===== src/rtl/mem_wb_skid.sv =====
// rtl/mem_wb_skid.sv - MEM->WB pipeline stage with 2-entry skid buffer, flush and forwarding lookup
module mem_wb_skid #(
    parameter int DATA_W    = 32,
    parameter int ADDR_W    = 5,
    parameter int ZERO_SUPP = 1,
    parameter int FWD_EN    = 1
) (
    input  logic              clk,
    input  logic              rst,
    input  logic              mem_valid_i,
    output logic              mem_ready_o,
    input  logic              mem_wreg_i,
    input  logic [ADDR_W-1:0] mem_waddr_i,
    input  logic [DATA_W-1:0] mem_wdata_i,
    input  logic              flush_i,
    output logic              wb_valid_o,
    input  logic              wb_ready_i,
    output logic              wb_wreg_o,
    output logic [ADDR_W-1:0] wb_waddr_o,
    output logic [DATA_W-1:0] wb_wdata_o,
    input  logic [ADDR_W-1:0] fwd_raddr_i,
    output logic              fwd_hit_o,
    output logic [DATA_W-1:0] fwd_data_o
);

    logic              h_valid_q, h_valid_d;
    logic              h_wreg_q,  h_wreg_d;
    logic [ADDR_W-1:0] h_waddr_q, h_waddr_d;
    logic [DATA_W-1:0] h_wdata_q, h_wdata_d;
    logic              s_valid_q, s_valid_d;
    logic              s_wreg_q,  s_wreg_d;
    logic [ADDR_W-1:0] s_waddr_q, s_waddr_d;
    logic [DATA_W-1:0] s_wdata_q, s_wdata_d;

    logic accept;
    logic pop;
    logic in_wreg;

    // Ready comes only from the skid valid bit so no path from wb_ready_i reaches MEM.
    assign mem_ready_o = !s_valid_q;
    assign accept      = mem_valid_i & mem_ready_o & !flush_i;
    assign pop         = h_valid_q & wb_ready_i & !flush_i;
    assign in_wreg     = (ZERO_SUPP != 0) ? (mem_wreg_i & (mem_waddr_i != '0)) : mem_wreg_i;

    always_comb begin
        h_valid_d = h_valid_q;
        h_wreg_d  = h_wreg_q;
        h_waddr_d = h_waddr_q;
        h_wdata_d = h_wdata_q;
        s_valid_d = s_valid_q;
        s_wreg_d  = s_wreg_q;
        s_waddr_d = s_waddr_q;
        s_wdata_d = s_wdata_q;

        if (flush_i) begin
            h_valid_d = 1'b0;
            s_valid_d = 1'b0;
        end else if (!h_valid_q) begin
            if (accept) begin
                h_valid_d = 1'b1;
                h_wreg_d  = in_wreg;
                h_waddr_d = mem_waddr_i;
                h_wdata_d = mem_wdata_i;
            end
        end else if (!s_valid_q) begin
            if (accept && pop) begin
                h_wreg_d  = in_wreg;
                h_waddr_d = mem_waddr_i;
                h_wdata_d = mem_wdata_i;
            end else if (accept) begin
                s_valid_d = 1'b1;
                s_wreg_d  = in_wreg;
                s_waddr_d = mem_waddr_i;
                s_wdata_d = mem_wdata_i;
            end else if (pop) begin
                h_valid_d = 1'b0;
            end
        end else if (pop) begin
            h_wreg_d  = s_wreg_q;
            h_waddr_d = s_waddr_q;
            h_wdata_d = s_wdata_q;
            s_valid_d = 1'b0;
        end
    end

    always_ff @(posedge clk or posedge rst) begin
        if (rst) begin
            h_valid_q <= 1'b0;
            h_wreg_q  <= 1'b0;
            h_waddr_q <= '0;
            h_wdata_q <= '0;
            s_valid_q <= 1'b0;
            s_wreg_q  <= 1'b0;
            s_waddr_q <= '0;
            s_wdata_q <= '0;
        end else begin
            h_valid_q <= h_valid_d;
            h_wreg_q  <= h_wreg_d;
            h_waddr_q <= h_waddr_d;
            h_wdata_q <= h_wdata_d;
            s_valid_q <= s_valid_d;
            s_wreg_q  <= s_wreg_d;
            s_waddr_q <= s_waddr_d;
            s_wdata_q <= s_wdata_d;
        end
    end

    assign wb_valid_o = h_valid_q;
    assign wb_wreg_o  = h_valid_q & h_wreg_q;
    assign wb_waddr_o = h_waddr_q;
    assign wb_wdata_o = h_wdata_q;

    generate
        if (FWD_EN != 0) begin : g_fwd
            logic h_match;
            logic s_match;
            assign h_match = h_valid_q & h_wreg_q & (h_waddr_q == fwd_raddr_i) & (fwd_raddr_i != '0);
            assign s_match = s_valid_q & s_wreg_q & (s_waddr_q == fwd_raddr_i) & (fwd_raddr_i != '0);

            // The skid entry is younger, so it shadows the head on a double match.
            always_comb begin
                fwd_hit_o  = s_match | h_match;
                fwd_data_o = '0;
                if (s_match) begin
                    fwd_data_o = s_wdata_q;
                end else if (h_match) begin
                    fwd_data_o = h_wdata_q;
                end
            end
        end else begin : g_no_fwd
            assign fwd_hit_o  = 1'b0;
            assign fwd_data_o = '0;
        end
    endgenerate

endmodule

===== config.mk =====
export PLATFORM = sky130hd
export DESIGN_NAME = mem_wb_skid
export DESIGN_NICKNAME = d
export VERILOG_FILES = /design/src/rtl/mem_wb_skid.sv
export SDC_FILE = /design/constraint.sdc
export NUM_CORES = 1
export LEC_CHECK = 0
export ABC_AREA = 1
export ABC_CLOCK_PERIOD_IN_PS = 3100
export BUFFER_PORTS_ARGS = -buffer_cell sky130_fd_sc_hd__buf_2
export CAP_MARGIN = 20
export CORE_MARGIN = 3
export CORE_UTILIZATION = 54
export CTS_BUF_LIST = sky130_fd_sc_hd__clkbuf_4
export DETAILED_ROUTE_END_ITERATION = 8
export GPL_ROUTABILITY_DRIVEN = 0
export PLACE_DENSITY = 0.83
export SLEW_MARGIN = 20
export SYNTH_ARGS = -nofsm -noshare
export SYNTH_HDL_FRONTEND = slang
export SYNTH_SLANG_ARGS = --single-unit

===== constraint.sdc =====
create_clock -name clk -period 3.1 [get_ports clk]
set_input_delay 0.31 -clock clk [delete_from_list [all_inputs] [get_ports clk]]
set_output_delay 0.31 -clock clk [all_outputs]
set_load 0.005 [all_outputs]

* Yosys cells after proc, flatten, opt, wreduce, memory -nomap -nowiden
Index checks and enable logic that the tools add are counted.
Cells by class: equal/unequal tests 4, muxes and demuxes 28, bitwise gates (word level) 15, reduce and logical (&&, ||, !) cells 9
Operators by type and width (number):
- $mux W32 | 7
- $mux W5 | 5
- $mux W1 | 16
- $and A1 B1 Y1 | 11
- $eq A5 B5 Y1 | 2
- $reduce_bool A5 Y1 | 2
- $reduce_and A5 Y1 | 1
- $reduce_and A4 Y1 | 1
- $reduce_bool A2 Y1 | 2
- $ne A3 B1 Y1 const B | 1
- $ne A3 B2 Y1 const B | 1
- $not A1 Y1 | 3
- $logic_not A1 Y1 | 2
- $logic_and A1 B1 Y1 | 1
- $or A1 B1 Y1 | 1
Storage, ports and cells: bits in registers 78, input bits 48, output and inout bits 73

* Depth between registers and ports, before layout
word-level depth 8, gate-level depth with buffers 10, gate-level depth less buffers 9

* Worst setup path after synthesis
Ideal clock, no wire load.
path kind reg-to-output, start point register h_valid_q (netlist: wb_valid_o), end point output fwd_data_o[10], data arrival time 1.186 ns, data required time 2.790 ns, setup slack 1.604 ns, stages on the path, launching flop included 8, path buffers 1, cell sequence dfrtp_1 -> nand2_1 -> a21oi_1 -> nand3_1 -> nor2_2 -> buf_2 -> nand3_1 -> nand2_1
On the way: longest elaborated chain between the ends 5
RTL lines:
- from (decl) | RTL line 26 | logic h_valid_q, h_valid_d;
- from (signal assigned) | RTL line 97 | h_valid_q <= h_valid_d;
- $and A1 B1 Y1 (3 in series) | RTL line 117 | assign h_match = h_valid_q & h_wreg_q & (h_waddr_q == fwd_raddr_i) & (fwd_raddr_i != '0);
- $mux W32 | RTL line 126 | end else if (h_match) begin
- $mux W32 | RTL line 124 | if (s_match) begin
- to (decl) | RTL line 23 | output logic [DATA_W-1:0] fwd_data_o
No other way between the ends.

* Worst setup path after layout
start point register s_valid_q, end point output fwd_data_o[18]
On the way: longest elaborated chain between the ends 4
RTL lines:
- from (decl) | RTL line 30 | logic s_valid_q, s_valid_d;
- from (signal assigned) | RTL line 101 | s_valid_q <= s_valid_d;
- $and A1 B1 Y1 (3 in series) | RTL line 118 | assign s_match = s_valid_q & s_wreg_q & (s_waddr_q == fwd_raddr_i) & (fwd_raddr_i != '0);
- $mux W32 | RTL line 124
No other way between the ends.

==> flow_metrics.py <==
metrics = {
    "finish": {
        "syn2layout_area_growth_pct": 18.1,
        "nFillCells": 648,
        "diodes": 0,
        "fin_nets": 738,
        "final_cell_mix": "214 x nand2_1, 120 x buf_2, 78 x dfrtp_1",
        "drive_above_1_share": 0.229,
        "final_common_cell": "nand2_1",
    },
    "timing": {
        "relSlewSlack": 0.551,
        "finalCriticalPeriod_ns": 2.62,
        "clock.fmax_ghz": 0.382,
        "report.final.slew_viol_count": 0,
        "tightest_slew_ns": 0.671,
        "whs_ns": 0.125,
        "grt_setup_unrepaired": "no",
        "fin_ws_ns": 0.481,
        "period_share": 0.845,
        "hold_violations": 0,
        "tns_ns": 0,
        "setup_violations": 0,
        "finClkSkew_ns": 0.0154,
    },
    "die": {
        "die_h_um": 94.4,
        "dieArea_um2": 8910,
        "chipWidth_um": 94.4,
        "start_util": 0.569,
        "core_area_um2": 7410,
        "io_pins": 121,
        "core.rowCount": 31,
    },
    "synthesis": {
        "syn_area_um2": 4220,
        "ys_seq_area_frac": 0.463,
        "syn-num-nets": 632,
        "synth-seq-cells": 78,
        "ys_types": 25,
        "syn_avg_cell_area_um2": 7.22,
        "syn_inst": 584,
        "ys_warn_count": 0,
    },
    "pwr": {
        "powerDensity_nw_per_um2": 559,
        "seq_power_share": 0.511,
        "leakage_nw": 2.96,
        "switching_share": 0.316,
        "clkPwrFrac": 0.282,
        "peakVddDrop_mv": 0.225,
        "internal_power_w": 0.00191,
        "power.switching_w": 0.000880,
        "combPwrFrac": 0.207,
    },
    "route": {
        "wirelength_um": 10900,
        "antenna_left": 0,
        "drtIter0Drc": 238,
        "routed_via_density": 5.21,
        "dr.pass1.iters": 5,
        "wl_per_cell_um": 13.7,
        "remaining_drc_errors": 0,
        "num_vias": 4136,
    },
    "critical_path": {
        "critical_path_arrival_ns": 2.31,
        "end_kind": "output port",
        "critPathKind": "reg2out",
        "worstPathMaxFanout": 33,
        "critical_path_required_ns": 2.79,
        "cp-start-kind": "flop",
    },
    "clock_network": {
        "htreeDepth": 3,
        "cts_inserted_buffers": 9,
        "clk_pin_slew_ns": 0.13,
        "root_buffer": "clkbuf_4",
        "cts_resized": 0,
        "cts_sinks": 78,
        "insertion_delay_ns": 0.42,
        "clk_path_buf_depth": 2,
        "cts_tree": "done",
    },
    "placement": {
        "dp_hpwl_um": 7500,
        "post-place-ws_ns": 0.957,
        "io_buffers": 120,
    },
    "global_routing": {
        "grt-ovfl-total": 0,
        "grt_max_degree": 59,
        "grt_pass1_vias": 3875,
        "grt_usage": 0.252,
        "antenna_found_initial": 0,
        "grt_pass1_wl_um": 17900,
    },
    "run": {
        "maxCapViolations": 0,
    },
    "outcome": {
        "status": "finished, final reports clean",
    },
    "hold_path": {
        "hold_path.class": "in2reg",
    },
}
==> routing by layer <==
layer	up-vias	wire length [um]	GRT usage	share of wire
li1	2049	-	-	-
met1	1912	4510	0.332	0.41
met2	164	5430	0.427	0.50
met3	11	821	0.0462	0.075
met4	0	117	0.0746	0.011
met5	-	0	0	0
==> flip-flops by register name, indices dropped and copies added (netlist names) <==
| signal | flops |
|---|---|
| h_wreg_q | 1 |
| wb_wdata_o | 32 |
| s_wdata_q | 32 |
| s_waddr_q | 5 |
| wb_valid_o | 1 |
| s_valid_q | 1 |
| s_wreg_q | 1 |
| wb_waddr_o | 5 |
==> synthesized netlist by cell type <==
| cell type | number | share of area |
|---|---|---|
| nand2_1 | 215 | 0.19 |
| dfrtp_1 | 78 | 0.46 |
| nand3_1 | 69 | 0.082 |
| inv_1 | 53 | 0.047 |
| o21ai_0 | 50 | 0.059 |
| nor2_1 | 33 | 0.029 |
| a21oi_1 | 30 | 0.036 |
| buf_2 | 14 | 0.017 |
| buf_6 | 9 | 0.024 |
| clkbuf_1 | 7 | 0.0062 |
| buf_4 | 5 | 0.0089 |
| o21ai_1 | 5 | 0.0059 |
| inv_2 | 3 | 0.0027 |
| nor2_2 | 2 | 0.0030 |
| inv_4 | 1 | 0.0015 |
| nand2_2 | 1 | 0.0015 |
| nand2_4 | 1 | 0.0027 |
| nand4_1 | 1 | 0.0015 |
| nor2_4 | 1 | 0.0027 |
| nor2_8 | 1 | 0.0047 |
| nor2b_1 | 1 | 0.0015 |
| o21ai_4 | 1 | 0.0039 |
| o31ai_1 | 1 | 0.0018 |
| or2_2 | 1 | 0.0015 |
| xnor2_1 | 1 | 0.0021 |
==> through the flow <==
| step | total power, W | cell area [um2] | util | std cells |
|---|---|---|---|---|
| 5_1_grt | 0.00297 | 4980 | 0.672 | 794 |
| 3_5_place_dp | 0.00202 | 4790 | 0.646 | 777 |
| 2_1_floorplan | 0.00177 | 4220 | - | 584 |
| 4_1_cts | 0.00280 | 4980 | 0.672 | 794 |
| 6_report | 0.00279 | 4980 | 0.672 | 794 |
| 3_3_place_gp | 0.00199 | 4790 | 0.646 | 777 |
==> final timing paths <==
check	end	depth (start not counted)	slack, ns	from
worst max-delay path	fwd_data_o[18]	8	0.48	s_valid_q
worst min-delay path	s_valid_q	2	0.12	flush_i
worst max register to register	s_waddr_q[4]	6	1.23	wb_valid_o
min in group asynchronous	wb_wdata_o[4]	3	0.43	rst
worst min register to register	wb_wdata_o[4]	2	0.51	wb_wdata_o[4]
max in group asynchronous	s_wdata_q[2]	4	1.87	rst
==> layout make-up <==
| type | count | area (um2) | share of cell area |
|---|---|---|---|
| Clock buffer | 10 | 75.1 | 0.0151 |
| Clock inverter | 6 | 110 | 0.0221 |
| Inverter | 57 | 218 | 0.0437 |
| Multi-Input combinational cell | 414 | 1820 | 0.366 |
| Sequential cell | 78 | 1950 | 0.392 |
| Tap cell | 99 | 124 | 0.0249 |
| Timing Repair Buffer | 130 | 678 | 0.136 |
==> power groups by stage <==
| stage | Clock, W | Combinational [W] | Sequential (W) |
|---|---|---|---|
| after floorplan | 0 | 0.000350 | 0.00142 |
| after global placement | 0 | 0.000559 | 0.00143 |
| after detailed placement | 0 | 0.000581 | 0.00144 |
| after CTS | 0.000796 | 0.000585 | 0.00142 |
| after global routing | 0.000846 | 0.000671 | 0.00146 |
| final | 0.000785 | 0.000578 | 0.00142 |
==> critical path: stages, from the launching register on <==
cell	delay (ns)
dfrtp_1	0.49
nand2_1	0.08
a21oi_1	0.12
nand2_1	0.11
nor2_4	0.37
nand2_4	0.34
nand3_1	0.16
nand2_1	0.08
buf_2	0.13
==> logic make-up (layout without fill, tap and decap cells) <==
logic type,Yosys count,after routing,share of synthesized area
simple gates,326,326,0.322
buf+inv,92,203,0.107
compound gates,87,87,0.106
flops,78,78,0.463
xor+xnor,1,1,0.00208
==> what timing repair did <==
item                      in CTS  in global routing
buffers inserted               0                  0
hold buffers                   1                  0
hold endpoints to repair      27                  0
(Power assumes the default switching activity.)
